`src/rtl/vga_timing_pkg.sv`:
```
// Shared constants for the raster timing generator: standard VGA mode,
// a tiny test mode, and sync polarity encodings.
package vga_timing_pkg;

   localparam bit POL_LOW  = 1'b0;
   localparam bit POL_HIGH = 1'b1;

   // VGA 640x480@60, 25 MHz pixel rate from a 100 MHz system clock
   localparam int VGA_H_DISPLAY     = 640;
   localparam int VGA_H_FRONT_PORCH = 16;
   localparam int VGA_H_SYNC_PULSE  = 96;
   localparam int VGA_H_BACK_PORCH  = 48;
   localparam int VGA_V_DISPLAY     = 480;
   localparam int VGA_V_FRONT_PORCH = 10;
   localparam int VGA_V_SYNC_PULSE  = 2;
   localparam int VGA_V_BACK_PORCH  = 33;
   localparam int VGA_CLK_DIV       = 4;
   localparam int VGA_CNT_W         = 10;

   // 8x4 visible mode, 16x8 total, for quick simulation
   localparam int VGA_TINY_H_DISPLAY     = 8;
   localparam int VGA_TINY_H_FRONT_PORCH = 2;
   localparam int VGA_TINY_H_SYNC_PULSE  = 3;
   localparam int VGA_TINY_H_BACK_PORCH  = 3;
   localparam int VGA_TINY_V_DISPLAY     = 4;
   localparam int VGA_TINY_V_FRONT_PORCH = 1;
   localparam int VGA_TINY_V_SYNC_PULSE  = 2;
   localparam int VGA_TINY_V_BACK_PORCH  = 1;
   localparam int VGA_TINY_CNT_W         = 4;

   // Total period of one axis from its four regions
   function automatic int axis_total(input int disp, input int fp, input int sp, input int bp);
      return disp + fp + sp + bp;
   endfunction

endpackage

```
`src/rtl/clk_en_div.sv`:
```
// Clock-enable divider: one-clock tick every CLK_DIV enabled clocks.
module clk_en_div #(
   parameter int CLK_DIV = 4
) (
   input  logic clk,
   input  logic reset,
   input  logic enable,
   output logic tick
);

   localparam int DW = (CLK_DIV > 1) ? $clog2(CLK_DIV) : 1;
   localparam logic [DW-1:0] LAST = DW'(CLK_DIV - 1);

   logic [DW-1:0] div_cnt;

   // Phase counter; holds its phase while disabled so ticking resumes in step
   always_ff @(posedge clk or posedge reset) begin
      if (reset)
         div_cnt <= '0;
      else if (enable)
         div_cnt <= (div_cnt == LAST) ? '0 : div_cnt + 1'b1;
   end

   // Masked by reset so the tick reads 0 during reset even with CLK_DIV = 1
   assign tick = enable && !reset && (div_cnt == LAST);

endmodule

```
`src/rtl/vga_timing_gen.sv`:
```
// Parametrised raster timing generator. Position counters advance on the
// pixel tick; all outputs come from one registered stage loaded on that tick.
module vga_timing_gen
   import vga_timing_pkg::*;
#(
   parameter int H_DISPLAY     = VGA_H_DISPLAY,
   parameter int H_FRONT_PORCH = VGA_H_FRONT_PORCH,
   parameter int H_SYNC_PULSE  = VGA_H_SYNC_PULSE,
   parameter int H_BACK_PORCH  = VGA_H_BACK_PORCH,
   parameter int V_DISPLAY     = VGA_V_DISPLAY,
   parameter int V_FRONT_PORCH = VGA_V_FRONT_PORCH,
   parameter int V_SYNC_PULSE  = VGA_V_SYNC_PULSE,
   parameter int V_BACK_PORCH  = VGA_V_BACK_PORCH,
   parameter bit H_SYNC_POL    = POL_LOW,
   parameter bit V_SYNC_POL    = POL_LOW,
   parameter int CLK_DIV       = VGA_CLK_DIV,
   parameter int CNT_W         = VGA_CNT_W
) (
   input  logic             clk,
   input  logic             reset,
   input  logic             enable,
   output logic             p_tick,
   output logic             hsync,
   output logic             vsync,
   output logic             video_on,
   output logic             line_start,
   output logic             frame_start,
   output logic [CNT_W-1:0] x,
   output logic [CNT_W-1:0] y
);

   localparam int H_TOTAL = axis_total(H_DISPLAY, H_FRONT_PORCH, H_SYNC_PULSE, H_BACK_PORCH);
   localparam int V_TOTAL = axis_total(V_DISPLAY, V_FRONT_PORCH, V_SYNC_PULSE, V_BACK_PORCH);

   localparam logic [CNT_W-1:0] H_MAX = CNT_W'(H_TOTAL - 1);
   localparam logic [CNT_W-1:0] V_MAX = CNT_W'(V_TOTAL - 1);
   localparam logic [CNT_W-1:0] H_VIS = CNT_W'(H_DISPLAY);
   localparam logic [CNT_W-1:0] V_VIS = CNT_W'(V_DISPLAY);
   localparam logic [CNT_W-1:0] H_SS  = CNT_W'(H_DISPLAY + H_FRONT_PORCH);
   localparam logic [CNT_W-1:0] H_SE  = CNT_W'(H_DISPLAY + H_FRONT_PORCH + H_SYNC_PULSE - 1);
   localparam logic [CNT_W-1:0] V_SS  = CNT_W'(V_DISPLAY + V_FRONT_PORCH);
   localparam logic [CNT_W-1:0] V_SE  = CNT_W'(V_DISPLAY + V_FRONT_PORCH + V_SYNC_PULSE - 1);

   logic [CNT_W-1:0] h, v;
   logic             tick;
   logic             h_sync_act, v_sync_act, visible;
   logic             line_q, frame_q;

   clk_en_div #(.CLK_DIV(CLK_DIV)) u_div (
      .clk    (clk),
      .reset  (reset),
      .enable (enable),
      .tick   (tick)
   );

   assign p_tick = tick;

   // Decode of the pixel the counters currently hold
   assign h_sync_act = (h >= H_SS) && (h <= H_SE);
   assign v_sync_act = (v >= V_SS) && (v <= V_SE);
   assign visible    = (h < H_VIS) && (v < V_VIS);

   // Output stage captures the current pixel, then the counters step past it
   always_ff @(posedge clk or posedge reset) begin
      if (reset) begin
         h        <= '0;
         v        <= '0;
         x        <= '0;
         y        <= '0;
         hsync    <= ~H_SYNC_POL;
         vsync    <= ~V_SYNC_POL;
         video_on <= 1'b0;
         line_q   <= 1'b0;
         frame_q  <= 1'b0;
      end else if (tick) begin
         x        <= h;
         y        <= v;
         hsync    <= h_sync_act ? H_SYNC_POL : ~H_SYNC_POL;
         vsync    <= v_sync_act ? V_SYNC_POL : ~V_SYNC_POL;
         video_on <= visible;
         line_q   <= (h == '0);
         frame_q  <= (h == '0) && (v == '0);
         if (h == H_MAX) begin
            h <= '0;
            v <= (v == V_MAX) ? '0 : v + 1'b1;
         end else begin
            h <= h + 1'b1;
         end
      end else begin
         line_q  <= 1'b0;
         frame_q <= 1'b0;
      end
   end

   // Strobes read 0 whenever the generator is frozen
   assign line_start  = line_q & enable;
   assign frame_start = frame_q & enable;

endmodule

```
`config.mk`:
```
export PLATFORM = sky130hd
export DESIGN_NAME = vga_timing_gen
export DESIGN_NICKNAME = d
export VERILOG_FILES = /design/src/rtl/vga_timing_pkg.sv /design/src/rtl/clk_en_div.sv /design/src/rtl/vga_timing_gen.sv
export SDC_FILE = /design/constraint.sdc
export NUM_CORES = 1
export LEC_CHECK = 0
export ABC_AREA = 1
export BUFFER_PORTS_ARGS = -buffer_cell sky130_fd_sc_hd__buf_2
export CAP_MARGIN = 20
export CORE_MARGIN = 2
export CORE_UTILIZATION = 55
export DETAILED_ROUTE_END_ITERATION = 10
export PLACE_DENSITY = 0.75
export RECOVER_POWER = 50
export SYNTH_ARGS = -nofsm -noshare
export SYNTH_HDL_FRONTEND = slang
export SYNTH_SLANG_ARGS = --single-unit
```
`constraint.sdc`:
```
create_clock -name clk -period 2.05 [get_ports clk]
set_input_delay 0.1025 -clock clk [delete_from_list [all_inputs] [get_ports clk]]
set_output_delay 0.1025 -clock clk [all_outputs]
set_load 0.01 [all_outputs]
```
== Yosys cells after proc, flatten, opt, wreduce, memory -nomap -nowiden ==
Cells that the tools add are included.
Word-level totals
  flip-flop bits (word level): 47
  input port bits: 3
Operators by class
  add/sub/neg operators: 3
  order comparisons: 6
  equality and inequality tests: 3
  muxes and demuxes: 7
  bitwise gates (word level): 2
  reductions and logical operators: 10
Operators with widths (number)
  adder 10 x 1 -> 10 bit, second input constant: 2
  equality test 10 bit, second input constant: 2
  logical NOT 10 bit: 2
  two-way mux 10 bit: 2
  >= comparator 10 bit, second input constant: 1
  >= comparator 10 x 9 -> 1 bit, second input constant: 1
  <= comparator 10 bit, second input constant: 1
  <= comparator 10 x 9 -> 1 bit, second input constant: 1
  < comparator 10 bit, second input constant: 1
  < comparator 10 x 9 -> 1 bit, second input constant: 1
  logical AND 1 bit: 6
  two-way mux 1 bit: 4
  adder 2 x 1 -> 2 bit, second input constant: 1
  AND 1 bit: 2
  equality test 2 bit, second input constant: 1
  two-way mux 2 bit: 1
  AND reduction 2 bit: 1
  logical NOT 1 bit: 1

== Depth between registers and ports, before layout ==
  depth in word-level cells: 4
  gate-level depth with buffers: 8
  depth with buffers taken out: 8

== Hierarchy ==
From an unflattened synthesis, not the netlist that was laid out.
Second synthesis, totals
  cells, all modules: 292
  area, all modules: 2367.3 sq um
By module, submodules not included
  vga_timing_gen: instances 1, cells each 278, area an instance 2263.4 sq um
  clk_en_div: instances 1, cells each 14, area an instance 103.8 sq um

== Worst setup path after synthesis ==
Ideal clock, no wire load.
  kind: input to register
  start point: input reset
  end point: register h[7]
  setup time: 0.124 ns
  arrival time: 1.850 ns
  required time: 1.926 ns
  path slack: 0.076 ns
  cell stages on the path: 7
  buffers on the path: 1
  cell sequence: inv_1 -> nand3_2 -> buf_6 -> nor2_4 -> nand2_1 -> nor2_1 -> a21oi_2
On the way
  word-level cells in the longest chain between the ends: 3
Ends and longest elaborated chain
  start, declared: RTL line vga_timing_gen.sv:20  | input logic reset,
  logical NOT 1 bit: RTL line clk_en_div.sv:25  | assign tick = enable && !reset && (div_cnt == LAST);
  logical AND 1 bit (2 in series): RTL line clk_en_div.sv:25
  end signal, assigned: RTL line vga_timing_gen.sv:87  | h <= h + 1'b1;
  end, declared: RTL line vga_timing_gen.sv:44  | logic [CNT_W-1:0] h, v;
No other way between the ends.
A chain may end at the register's enable or synchronous reset.

== Final worst setup path ==
  start point: register u_div.div_cnt[0]
  end point: output p_tick
On the way
  word-level cells in the longest chain between the ends: 2
Ends and longest elaborated chain
  start, declared: RTL line clk_en_div.sv:14  | logic [DW-1:0] div_cnt;
  start signal, assigned: RTL line clk_en_div.sv:21  | div_cnt <= (div_cnt == LAST) ? '0 : div_cnt + 1'b1;
  equality test 2 bit: RTL line clk_en_div.sv:25
  logical AND 1 bit: RTL line clk_en_div.sv:25
  end, declared: RTL line vga_timing_gen.sv:22  | output logic p_tick,
No other way between the ends.

==> summary.txt <==
Placed design
  – Routability Congestion: 0.871
  – Dpl ws: 268 ps
  – DP Wirelength: between 3 and 4 mm
  – Placed Area: 0.00255 mm²
  – Port Buffers: 28
  – Inst Count DP: roughly 350

Synthesis
  – Dominant cells by area after synthesis: dfrtp_1 (47%), nand2_1 (10%), o21ai_0 (5.9%), inv_1 (4.7%), nand3_1 (4.4%)
  – Most used DFF post-synth: dfrtp_1
  – Flops & latches, synth: 47
  – Top post-synthesis cells by count: nand2_1 (66), dfrtp_1 (45), inv_1 (30)
  – Yosys top cell area share: 0.472
  – Post-synth EDFFs: 0
  – Seq/Total Area, Yosys: 0.494
  – Syn Nets: between 200 and 300
  – Cell taking the most area after synthesis: dfrtp_1
  – Syn Area/Cell: between 8 and 9 µm²
  – Ys Warns: 0
  – Synth Instances: approximately 280
  – Cell with the most instances after synthesis: nand2_1
  – Synth Cell Area: 0.00238 mm²
  – Ys async rst share: 1.00
  – Post-synth cell types: 33

CTS
  – Clk sinks: 47
  – Root Buffer: clkbuf_8
  – CTS resizes: 0
  – # Post-CTS Setup Buffers: 0
  – Clock transition at path regs: 80 ps
  – # hold bufs at CTS: 0
  – Worst skew pair latency: approximately 310 ps
  – Max Buffers Root-to-Sink: 2
  – CTS tree: done
  – H-tree depth: 2
  – Inserted Clock Buffers: 5

STA
  – Slew Limit Fails: 0
  – Hold slack: 78.8 ps
  – Setup ws final: approximately 290 ps
  – Slew @ Worst Pin: 1130 ps
  – Max Freq: 570 MHz
  – Hold Vio Cnt, Final: 0
  – Period utilization: 0.857
  – Unrepaired setup endpoints after global routing: no
  – Final setup fails: 0
  – Max_slew headroom: 0.247
  – Skew final: between 8 and 9 ps
  – Setup total negative slack: 0 ps
  – Crit path time final: roughly 1800 ps

Die
  – Die X: between 60 and 70 µm
  – Core area: around 0.0041 mm²
  – Total die area: 0.00488 mm²
  – Starting Density: 0.583
  – I/O Pins: 29
  – Die height: 69.8 µm
  – Row count: 23

Global route
  – First-pass GRT wire length: about 8.2 mm
  – Initial antenna violation count: 0
  – Gr usage total: 0.214
  – Largest net degree at the start of global routing: 48
  – GRT Residual Overflow: 0
  – Vias in the first global route: between 1,500 and 2,000

Flow run
  – Max-cap violations: 0

Worst setup path
  – Worst reg2reg path depth: 8
  – Critical path data arrival time: around 1700 ps
  – Critical path class: flop to output port
  – Worst EP required: between 1500 and 2000 ps
  – Startpoint Class: flop
  – Crit Path Max Fanout: 20
  – Worst R2R Setup Slack: around 500 ps
  – CP endpoint kind: output port

Routing
  – Routed vias/inst: between 5 and 6
  – DRC: 0
  – Drt first pass iters: 5
  – WL final: about 4.9 mm
  – Vias: between 1,500 and 2,000
  – Initial DRC count: around 150
  – WL per Instance: 13.7 µm
  – Antenna-violating nets left: 0

Layout
  – Fin area: 0.00264 mm²
  – Nets: ~320
  – Ratio of cells with drive above 1 in the final layout: 0.143
  – Synth-to-layout area growth: 10.9%
  – Final core occ: 0.647
  – Diodes inserted: 0
  – Non-filler cells, final: between 300 and 400

Power
  – Clock power share: 0.251
  – Leakage Power: between 1 and 1.5 nW
  – Peak VDD IR: 0.523 mV
  – Pwr Total: 2.69 mW
  – Switch Pwr: ~920 µW
  – Pint: 1.77 mW
  – Switching Fraction: 0.343
  – P per Cell Area: between 1000 and 1500 mW/mm²
  – Sequential power share: 0.490
  – Combinational Power Share: 0.260

Run status
  – Status: completed

Worst hold path
  – Hold Crit Class: input pin to flop
  – Hold Path Depth: 2
## power groups by stage
stage	clock, mW	combinational [mW]	sequential, mW
floorplan	0	0.425	1.38
global placement	0	0.705	1.32
detailed placement	0	0.722	1.33
CTS	0.686	0.726	1.32
global route	0.717	0.810	1.35
finish	0.675	0.699	1.32
## sequential cells by signal, indices dropped and copies added, names as in the netlist
register,cells
h,10
v,10
x,10
y,10
u_div.div_cnt,2
frame_q,1
hsync,1
line_q,1
video_on,1
vsync,1
## critical path: stages (launching register included)
cell and delay [ps]:
dfrtp_1 410, ha_1 250, nand3_4 300, clkinv_4 200, buf_2 190
## layout make-up
| type | instances | area [µm²] |
|---|---|---|
| Clock inverter | 1 | 30.0 |
| Fill cell | 367 | 1440 |
| Sequential cell | 47 | 1180 |
| Multi-Input combinational cell | 188 | 1020 |
| Timing Repair Buffer | 30 | 136 |
| Inverter | 34 | 136 |
| Clock buffer | 7 | 76.3 |
| Tap cell | 50 | 62.6 |
## per-layer routing
layer | GRT usage | wire length [µm] | vias up
met1 | 0.304 | 2320 | 883
met5 | 0 | 0 | -
met3 | 0.0334 | 278 | 10
li1 | - | - | 951
met2 | 0.331 | 2230 | 66
met4 | 0.0769 | 69 | 0
## kinds of logic (layout without fill, tap and decap cells)
kind of cell             after synthesis  in the layout  share of synthesized area
AO/OA/AOI/OAI                         39             39                     0.0903
XOR/XNOR                               5              5                     0.0184
adder cells (fa/ha/maj)                6              6                     0.0315
buffers and inverters                 42             72                     0.0798
flip-flops                            47             47                      0.494
multiplexers                           1              1                    0.00472
AND/OR/NAND/NOR                      137            137                      0.281
## final timing paths
path / start / to
worst max-delay path: u_div.div_cnt[0] / p_tick
worst max register to register: h[1] / v[3]
worst min-delay path: enable / u_div.div_cnt[0]
min in group asynchronous: reset / h[2]
max in group asynchronous: reset / v[1]
worst min register to register: y[6] / y[6]
## cell usage in the layout, fill, tap and decap left out, types with 2 or more instances in the layout
cell type and count:
nand4_1 8, xor2_1 5, dfstp_2 2, clkbuf_8 5
inv_1 30, nand2_1 66, a21oi_1 5, buf_2 15
nor3_1 6, clkbuf_1 15, o21ai_0 28, nand3_4 3
nand3_1 21, ha_1 6, o21ai_2 3, dfrtp_1 45
nor2_8 2, nor2_2 2, nor2_1 25
No activity file was read; power rests on OpenSTA's default activity.
